**config.mk**
```make
export PLATFORM = sky130hd
export DESIGN_NAME = uart_tx
export DESIGN_NICKNAME = d
export VERILOG_FILES = /design/src/rtl/uart_tx.sv
export SDC_FILE = /design/constraint.sdc
export NUM_CORES = 1
export LEC_CHECK = 0
export ABC_AREA = 1
export BUFFER_PORTS_ARGS = -buffer_cell sky130_fd_sc_hd__buf_4
export CORE_ASPECT_RATIO = 2
export CORE_MARGIN = 5
export CORE_UTILIZATION = 35
export CTS_CLUSTER_DIAMETER = 100
export CTS_CLUSTER_SIZE = 16
export DETAILED_ROUTE_END_ITERATION = 7
export PLACE_DENSITY_LB_ADDON = 0.1
export SLEW_MARGIN = 20
export SYNTH_ARGS = -nofsm -noshare
export SYNTH_HDL_FRONTEND = slang
export SYNTH_SLANG_ARGS = --single-unit
```
**constraint.sdc**
```tcl
create_clock -name clk -period 3 [get_ports clk]
set_clock_uncertainty 0.05 [all_clocks]
set_input_delay 0.75 -clock clk [delete_from_list [all_inputs] [get_ports clk]]
set_output_delay 0.75 -clock clk [all_outputs]
set_load 0.02 [all_outputs]
```
**src/rtl/uart_tx.sv**
```systemverilog
`default_nettype none
// ============================================================================
// Module   : uart_tx
// Purpose  : Byte-FIFO fed UART transmitter. Frames are 8N1 by default, or
//            8E1 when the UART_TX_PARITY_EN macro is defined. One-cycle done
//            strobe per completed frame, overrun strobe on dropped writes.
// Revision : 1.0 - initial release
// ============================================================================
module uart_tx #(
   parameter int CLKS_PER_BIT = 217,
   parameter int FIFO_DEPTH   = 4
) (
   input  logic       clk,
   input  logic       rst,
   input  logic [7:0] i_byte,
   input  logic       i_byte_v,
   output logic       o_byte_done,
   output logic       o_tx,
   output logic       o_busy,
   output logic       o_full,
   output logic       o_overrun
);

   localparam int BW = $clog2(CLKS_PER_BIT);
   localparam int AW = $clog2(FIFO_DEPTH);
   localparam int CW = AW + 1;
   localparam logic [BW-1:0] C_BAUD_LAST = BW'(CLKS_PER_BIT - 1);
   localparam logic [CW-1:0] C_DEPTH     = CW'(FIFO_DEPTH);

   typedef enum logic [2:0] {
      ST_IDLE   = 3'd0,
      ST_START  = 3'd1,
      ST_DATA   = 3'd2,
      ST_STOP   = 3'd3
`ifdef UART_TX_PARITY_EN
      , ST_PARITY = 3'd4
`endif
   } state_t;

   state_t          state_q, state_d;
   logic [BW-1:0]   baud_q, baud_d;
   logic [2:0]      bit_q, bit_d;
   logic [7:0]      shift_q, shift_d;
`ifdef UART_TX_PARITY_EN
   logic            par_q, par_d;
`endif

   logic [7:0]      mem [FIFO_DEPTH];
   logic [AW-1:0]   wr_ptr_q, rd_ptr_q;
   logic [CW-1:0]   count_q;

   logic            tx_q, done_q, busy_q, overrun_q;

   logic            w_full, w_wr, w_pop, w_baud_last, w_nonempty;

   // Full is judged on the registered count, so a same-cycle pop never frees a slot
   assign w_full      = (count_q == C_DEPTH);
   assign w_wr        = i_byte_v && !w_full;
   assign w_nonempty  = (count_q != '0);
   assign w_baud_last = (baud_q == C_BAUD_LAST);

   // Next-state, counter and shift-register logic; pops only on entry to START
   always_comb begin
      state_d = state_q;
      baud_d  = baud_q + BW'(1);
      bit_d   = bit_q;
      shift_d = shift_q;
      w_pop   = 1'b0;
      unique case (state_q)
         ST_IDLE: begin
            baud_d = '0;
            if (w_nonempty) begin
               w_pop   = 1'b1;
               state_d = ST_START;
            end
         end
         ST_START: begin
            if (w_baud_last) begin
               state_d = ST_DATA;
               baud_d  = '0;
               bit_d   = 3'd0;
            end
         end
         ST_DATA: begin
            if (w_baud_last) begin
               baud_d  = '0;
               shift_d = {1'b0, shift_q[7:1]};
               if (bit_q == 3'd7) begin
`ifdef UART_TX_PARITY_EN
                  state_d = ST_PARITY;
`else
                  state_d = ST_STOP;
`endif
               end else begin
                  bit_d = bit_q + 3'd1;
               end
            end
         end
`ifdef UART_TX_PARITY_EN
         ST_PARITY: begin
            if (w_baud_last) begin
               state_d = ST_STOP;
               baud_d  = '0;
            end
         end
`endif
         ST_STOP: begin
            if (w_baud_last) begin
               baud_d = '0;
               if (w_nonempty) begin
                  w_pop   = 1'b1;
                  state_d = ST_START;
               end else begin
                  state_d = ST_IDLE;
               end
            end
         end
         default: begin
            state_d = ST_IDLE;
            baud_d  = '0;
         end
      endcase
      if (w_pop) begin
         shift_d = mem[rd_ptr_q];
      end
   end

`ifdef UART_TX_PARITY_EN
   // Even parity of the byte being loaded, captured before it is shifted out
   always_comb begin
      par_d = par_q;
      if (w_pop) begin
         par_d = ^mem[rd_ptr_q];
      end
   end
`endif

   // FSM state, baud counter, bit index and shift register
   always_ff @(posedge clk or negedge rst) begin
      if (!rst) begin
         state_q <= ST_IDLE;
         baud_q  <= '0;
         bit_q   <= 3'd0;
         shift_q <= 8'h00;
`ifdef UART_TX_PARITY_EN
         par_q   <= 1'b0;
`endif
      end else begin
         state_q <= state_d;
         baud_q  <= baud_d;
         bit_q   <= bit_d;
         shift_q <= shift_d;
`ifdef UART_TX_PARITY_EN
         par_q   <= par_d;
`endif
      end
   end

   // FIFO storage; contents need no reset since count gates every read
   always_ff @(posedge clk) begin
      if (w_wr) begin
         mem[wr_ptr_q] <= i_byte;
      end
   end

   // FIFO pointers and occupancy count
   always_ff @(posedge clk or negedge rst) begin
      if (!rst) begin
         wr_ptr_q <= '0;
         rd_ptr_q <= '0;
         count_q  <= '0;
      end else begin
         if (w_wr) begin
            wr_ptr_q <= wr_ptr_q + AW'(1);
         end
         if (w_pop) begin
            rd_ptr_q <= rd_ptr_q + AW'(1);
         end
         unique case ({w_wr, w_pop})
            2'b10:   count_q <= count_q + CW'(1);
            2'b01:   count_q <= count_q - CW'(1);
            default: count_q <= count_q;
         endcase
      end
   end

   // Registered line and status outputs; all lag the FSM state by one cycle
   always_ff @(posedge clk or negedge rst) begin
      if (!rst) begin
         tx_q      <= 1'b1;
         done_q    <= 1'b0;
         busy_q    <= 1'b0;
         overrun_q <= 1'b0;
      end else begin
         unique case (state_q)
            ST_START:  tx_q <= 1'b0;
            ST_DATA:   tx_q <= shift_q[0];
`ifdef UART_TX_PARITY_EN
            ST_PARITY: tx_q <= par_q;
`endif
            default:   tx_q <= 1'b1;
         endcase
         done_q    <= (state_q == ST_STOP) && w_baud_last;
         busy_q    <= (state_q != ST_IDLE) || w_nonempty;
         overrun_q <= i_byte_v && w_full;
      end
   end

   assign o_tx        = tx_q;
   assign o_byte_done = done_q;
   assign o_busy      = busy_q;
   assign o_full      = w_full;
   assign o_overrun   = overrun_q;

endmodule
`default_nettype wire
```
==> results.toml <==
[sta]
worst_slew_margin_rel_pct = 67.4
totalNegativeSetupSlack_ps = 0
max_freq_mhz = 501
whs_ps = 324
transition_time_of_the_tightest_slew_check_pin_ps = 488
layout_min_cycle_time_ps = 2000
fin_max_slew_vios = 0
finalHoldViolations = 0
fin_ws_ps = 1000
unrepaired_setup_endpoints_after_global_routing = "no"
final_min_period_over_clock_period_pct = 66.6
setup_viol = 0

[global_routing]
grt_antenna_before_repair = 0
first_global_vias = 1973
grt_max_degree = 33
global_route.usage.total_pct = 12.6
gr-total-overflow = 0
grt_first_pass_wirelength_um = 9490

[setup_path]
timing.critical_path.slowest_stage_cell = "sky130_fd_sc_hd__dfrtp_1"
worstSetupPathType = "flop to flop"
timing.critical_path.slowest_cell_delay_ps = 410
timing.critical_path.required_ps = 3150
cells_along_the_critical_path = "inv_1 -> ha_1 -> nand2_1 -> nor2_2 -> nand3_1 -> nand2_2 -> nand3_1 -> inv_1 -> fa_1 -> nand2_1 -> o21ai_1"
crit_path_max_fanout = 4
cp_data_arrival_time_ps = 2150
setup.worst_path.end_class = "flop"
startpoint_type = "flop"

[final_layout]
finalCoreUtilization_pct = 41.9
layout.area.seq_mm2 = 0.00176
area.growth.synth_to_final_pct = 17.6
nNetsFinal = 318
insertedDiodeCount = 0
final_cells = 395
layout-drive-gt1-share_pct = 14.0
final.fill_count = 798
footprint_of_the_multi_input_gates_um2 = 918

[run_status]
status = "completed"

[power]
powerDensity_mw_per_mm2 = 693
power.leakage_nw = 1.47
ir_worst_vdd_mv = 0.396

[clock_network]
htree_levels = 3
tritoncts_clock_tree = "yes"
clock_insertion_delay_worst_skew_ps = 320
postCtsSetupRepairBufs = 0
worst_setup_hold_path_clk_slew_ps = 50
cts-hold-fix-buffers = 0
cts-root-to-sink-buffers = 2
tritoncts.num_buffers = 9
postCtsResizedCells = 0
clock_sink_count = 64
clock-root-buffer = "sky130_fd_sc_hd__clkbuf_16"

[detailed_routing]
post_drt_via_cell_ratio = 4.76
detailroute.via_count = 1881
detail_route.drc_violations = 0
drtIter0Drc = 93
routed_wirelength_um = 5510
routedWlPerCell_um = 13.9
firstDrtPassIters = 4
antenna_left = 0

[yosys]
synth_enable_flop_cells = 32
post_synth_num_cell_types = 32
synth_top_flop_cell = "sky130_fd_sc_hd__edfxtp_1"
syn_nets = 292
synth_top_family_by_area = "simple AND/OR/NAND/NOR gates"
synth_seq_area_share_pct = 62.3
synth_seq_cells = 64
synth_top_area_cell = "sky130_fd_sc_hd__edfxtp_1"
synth.top_cells.by_area = "sky130_fd_sc_hd__edfxtp_1, sky130_fd_sc_hd__dfrtp_1, sky130_fd_sc_hd__nand2_1"
xor_xnor_cell_area_share_of_the_yosys_netlist_pct = 1.55
fraction_of_the_mapped_netlist_area_in_adder_cells_pct = 6.02
yosys-mux-area-fraction_pct = 0
yosysMostFrequentCell = "sky130_fd_sc_hd__nand2_1"
netlist.area_leader.share_pct = 34.0
syn-mean-instance-area_um2 = 10.6
synthesis.instances = 268
synth.cells.most_frequent = "sky130_fd_sc_hd__nand2_1, sky130_fd_sc_hd__nor2_1, sky130_fd_sc_hd__edfxtp_1"
synth-async-reset-ratio_pct = 50.0
synth_simple_gate_area_share_pct = 16.9
synth_area_in_compound_gates_pct = 8.05
synth_warnings = 0
synth.cell_area_mm2 = 0.00283

[floorplan]
placementRows = 46
num_io_pins = 16
design.core.area_mm2 = 0.00794
die_h_um = 137
fp.dieW_um = 73.6
die_area_mm2 = 0.0101
floorplan.initialDensity_pct = 35.6

[worst_hold_path]
hp-class = "primary input to asynchronous set/reset pin"

[placed_design]
numPortBuffers = 15
dp_slack_ps = 919
dpl.cell_count = 379
place.detailed.hpwl_um = 4050
place.gp.congestion = 0.733

[job]
drv_cap = 0
-- path summary, 6_finish.rpt --
kind                            from         end  slack [ps]  cells past startpoint
min in group clk            bit_q[1]    bit_q[1]         420                      2
hold reg to reg             bit_q[1]    bit_q[1]         420                      2
max in group asynchronous        rst        o_tx        2240                      1
hold / removal                   rst  shift_q[3]         320                      1
setup reg to reg           baud_q[0]  count_q[1]        1000                     11
setup / recovery           baud_q[0]  count_q[1]        1000                     11
-- flip-flops by register name, indices dropped and copies added (netlist names), 2 cells and up --
name and flops:
shift_q 8, mem 32, bit_q 3, wr_ptr_q 2
baud_q 8, rd_ptr_q 2, state_q 2, count_q 3
-- report_power, final --
group	internal [mW]	leakage (nW)	switching [mW]	total, mW
clock	0.549	0.124	0.342	0.891
combinational	0.110	0.662	0.194	0.304
sequential	1.06	0.683	0.0527	1.11
-- metrics by stage --
| stage | area, um^2 | power [mW] |
|---|---|---|
| floorplan | 2830 | 1.31 |
| global placement | 3070 | 1.44 |
| detailed placement | 3070 | 1.44 |
| CTS | 3330 | 2.35 |
| global route | 3330 | 2.45 |
| finish | 3330 | 2.30 |
-- layout make-up --
| cell class | instances | area share, % |
|---|---|---|
| flip-flops and latches | 64 | 53.0 |
| inverters | 31 | 3.50 |
| well taps | 96 | 3.61 |
| clock inverters | 5 | 0.752 |
| clock buffers | 11 | 7.00 |
| repair buffers | 20 | 4.51 |
| multi-input cells | 168 | 27.6 |
-- cell families (layout without fill, tap and decap cells) --
group                    count (synthesis)  count (layout)
AO/OA/AOI/OAI                           39              39
AND/OR/NAND/NOR                        111             111
XOR/XNOR                                 5               5
buffers and inverters                   36              67
flip-flops                              64              64
adder cells (fa/ha/maj)                 13              13
-- placed cells by master (no fill, tap or decap), drive strengths merged --
| master | n |
|---|---|
| nand2 | 46 |
| nor2 | 45 |
| edfxtp | 32 |
| dfrtp | 31 |
| inv | 31 |
| buf | 20 |
| o21ai | 19 |
| nand3 | 14 |
| ha | 12 |
| clkbuf | 11 |
| o22ai | 7 |
| a31oi | 6 |
| xor2 | 4 |
| clkinv | 4 |
| a21oi | 3 |
| nor3b | 3 |
| o211ai | 2 |
| or2 | 1 |
| nor3 | 1 |
| xnor2 | 1 |
| nand4 | 1 |
| o2111ai | 1 |
| o31ai | 1 |
| fa | 1 |
| clkinvlp | 1 |
| dfstp | 1 |
-- routing by layer --
metal / vias to the layer above / part of all wire, % / global-route usage, %
li1: 947 / - / -
met1: 905 / 36 / 12.1
met2: 23 / 59 / 23.8
met3: 6 / 2.9 / 2.87
met4: 0 / 1.7 / 6.25
met5: - / 0 / 0
-- worst max-delay path, delay by kind of cell (launching register included) --
family                     cells  cell delay [ps]
AOI/OAI and AO/OA              1               60
adders and majority gates      2              540
buffers and inverters          2              170
DFF                            1              410
and+or+nand+nor                6              650
No activity file was read; power rests on OpenSTA's default activity.
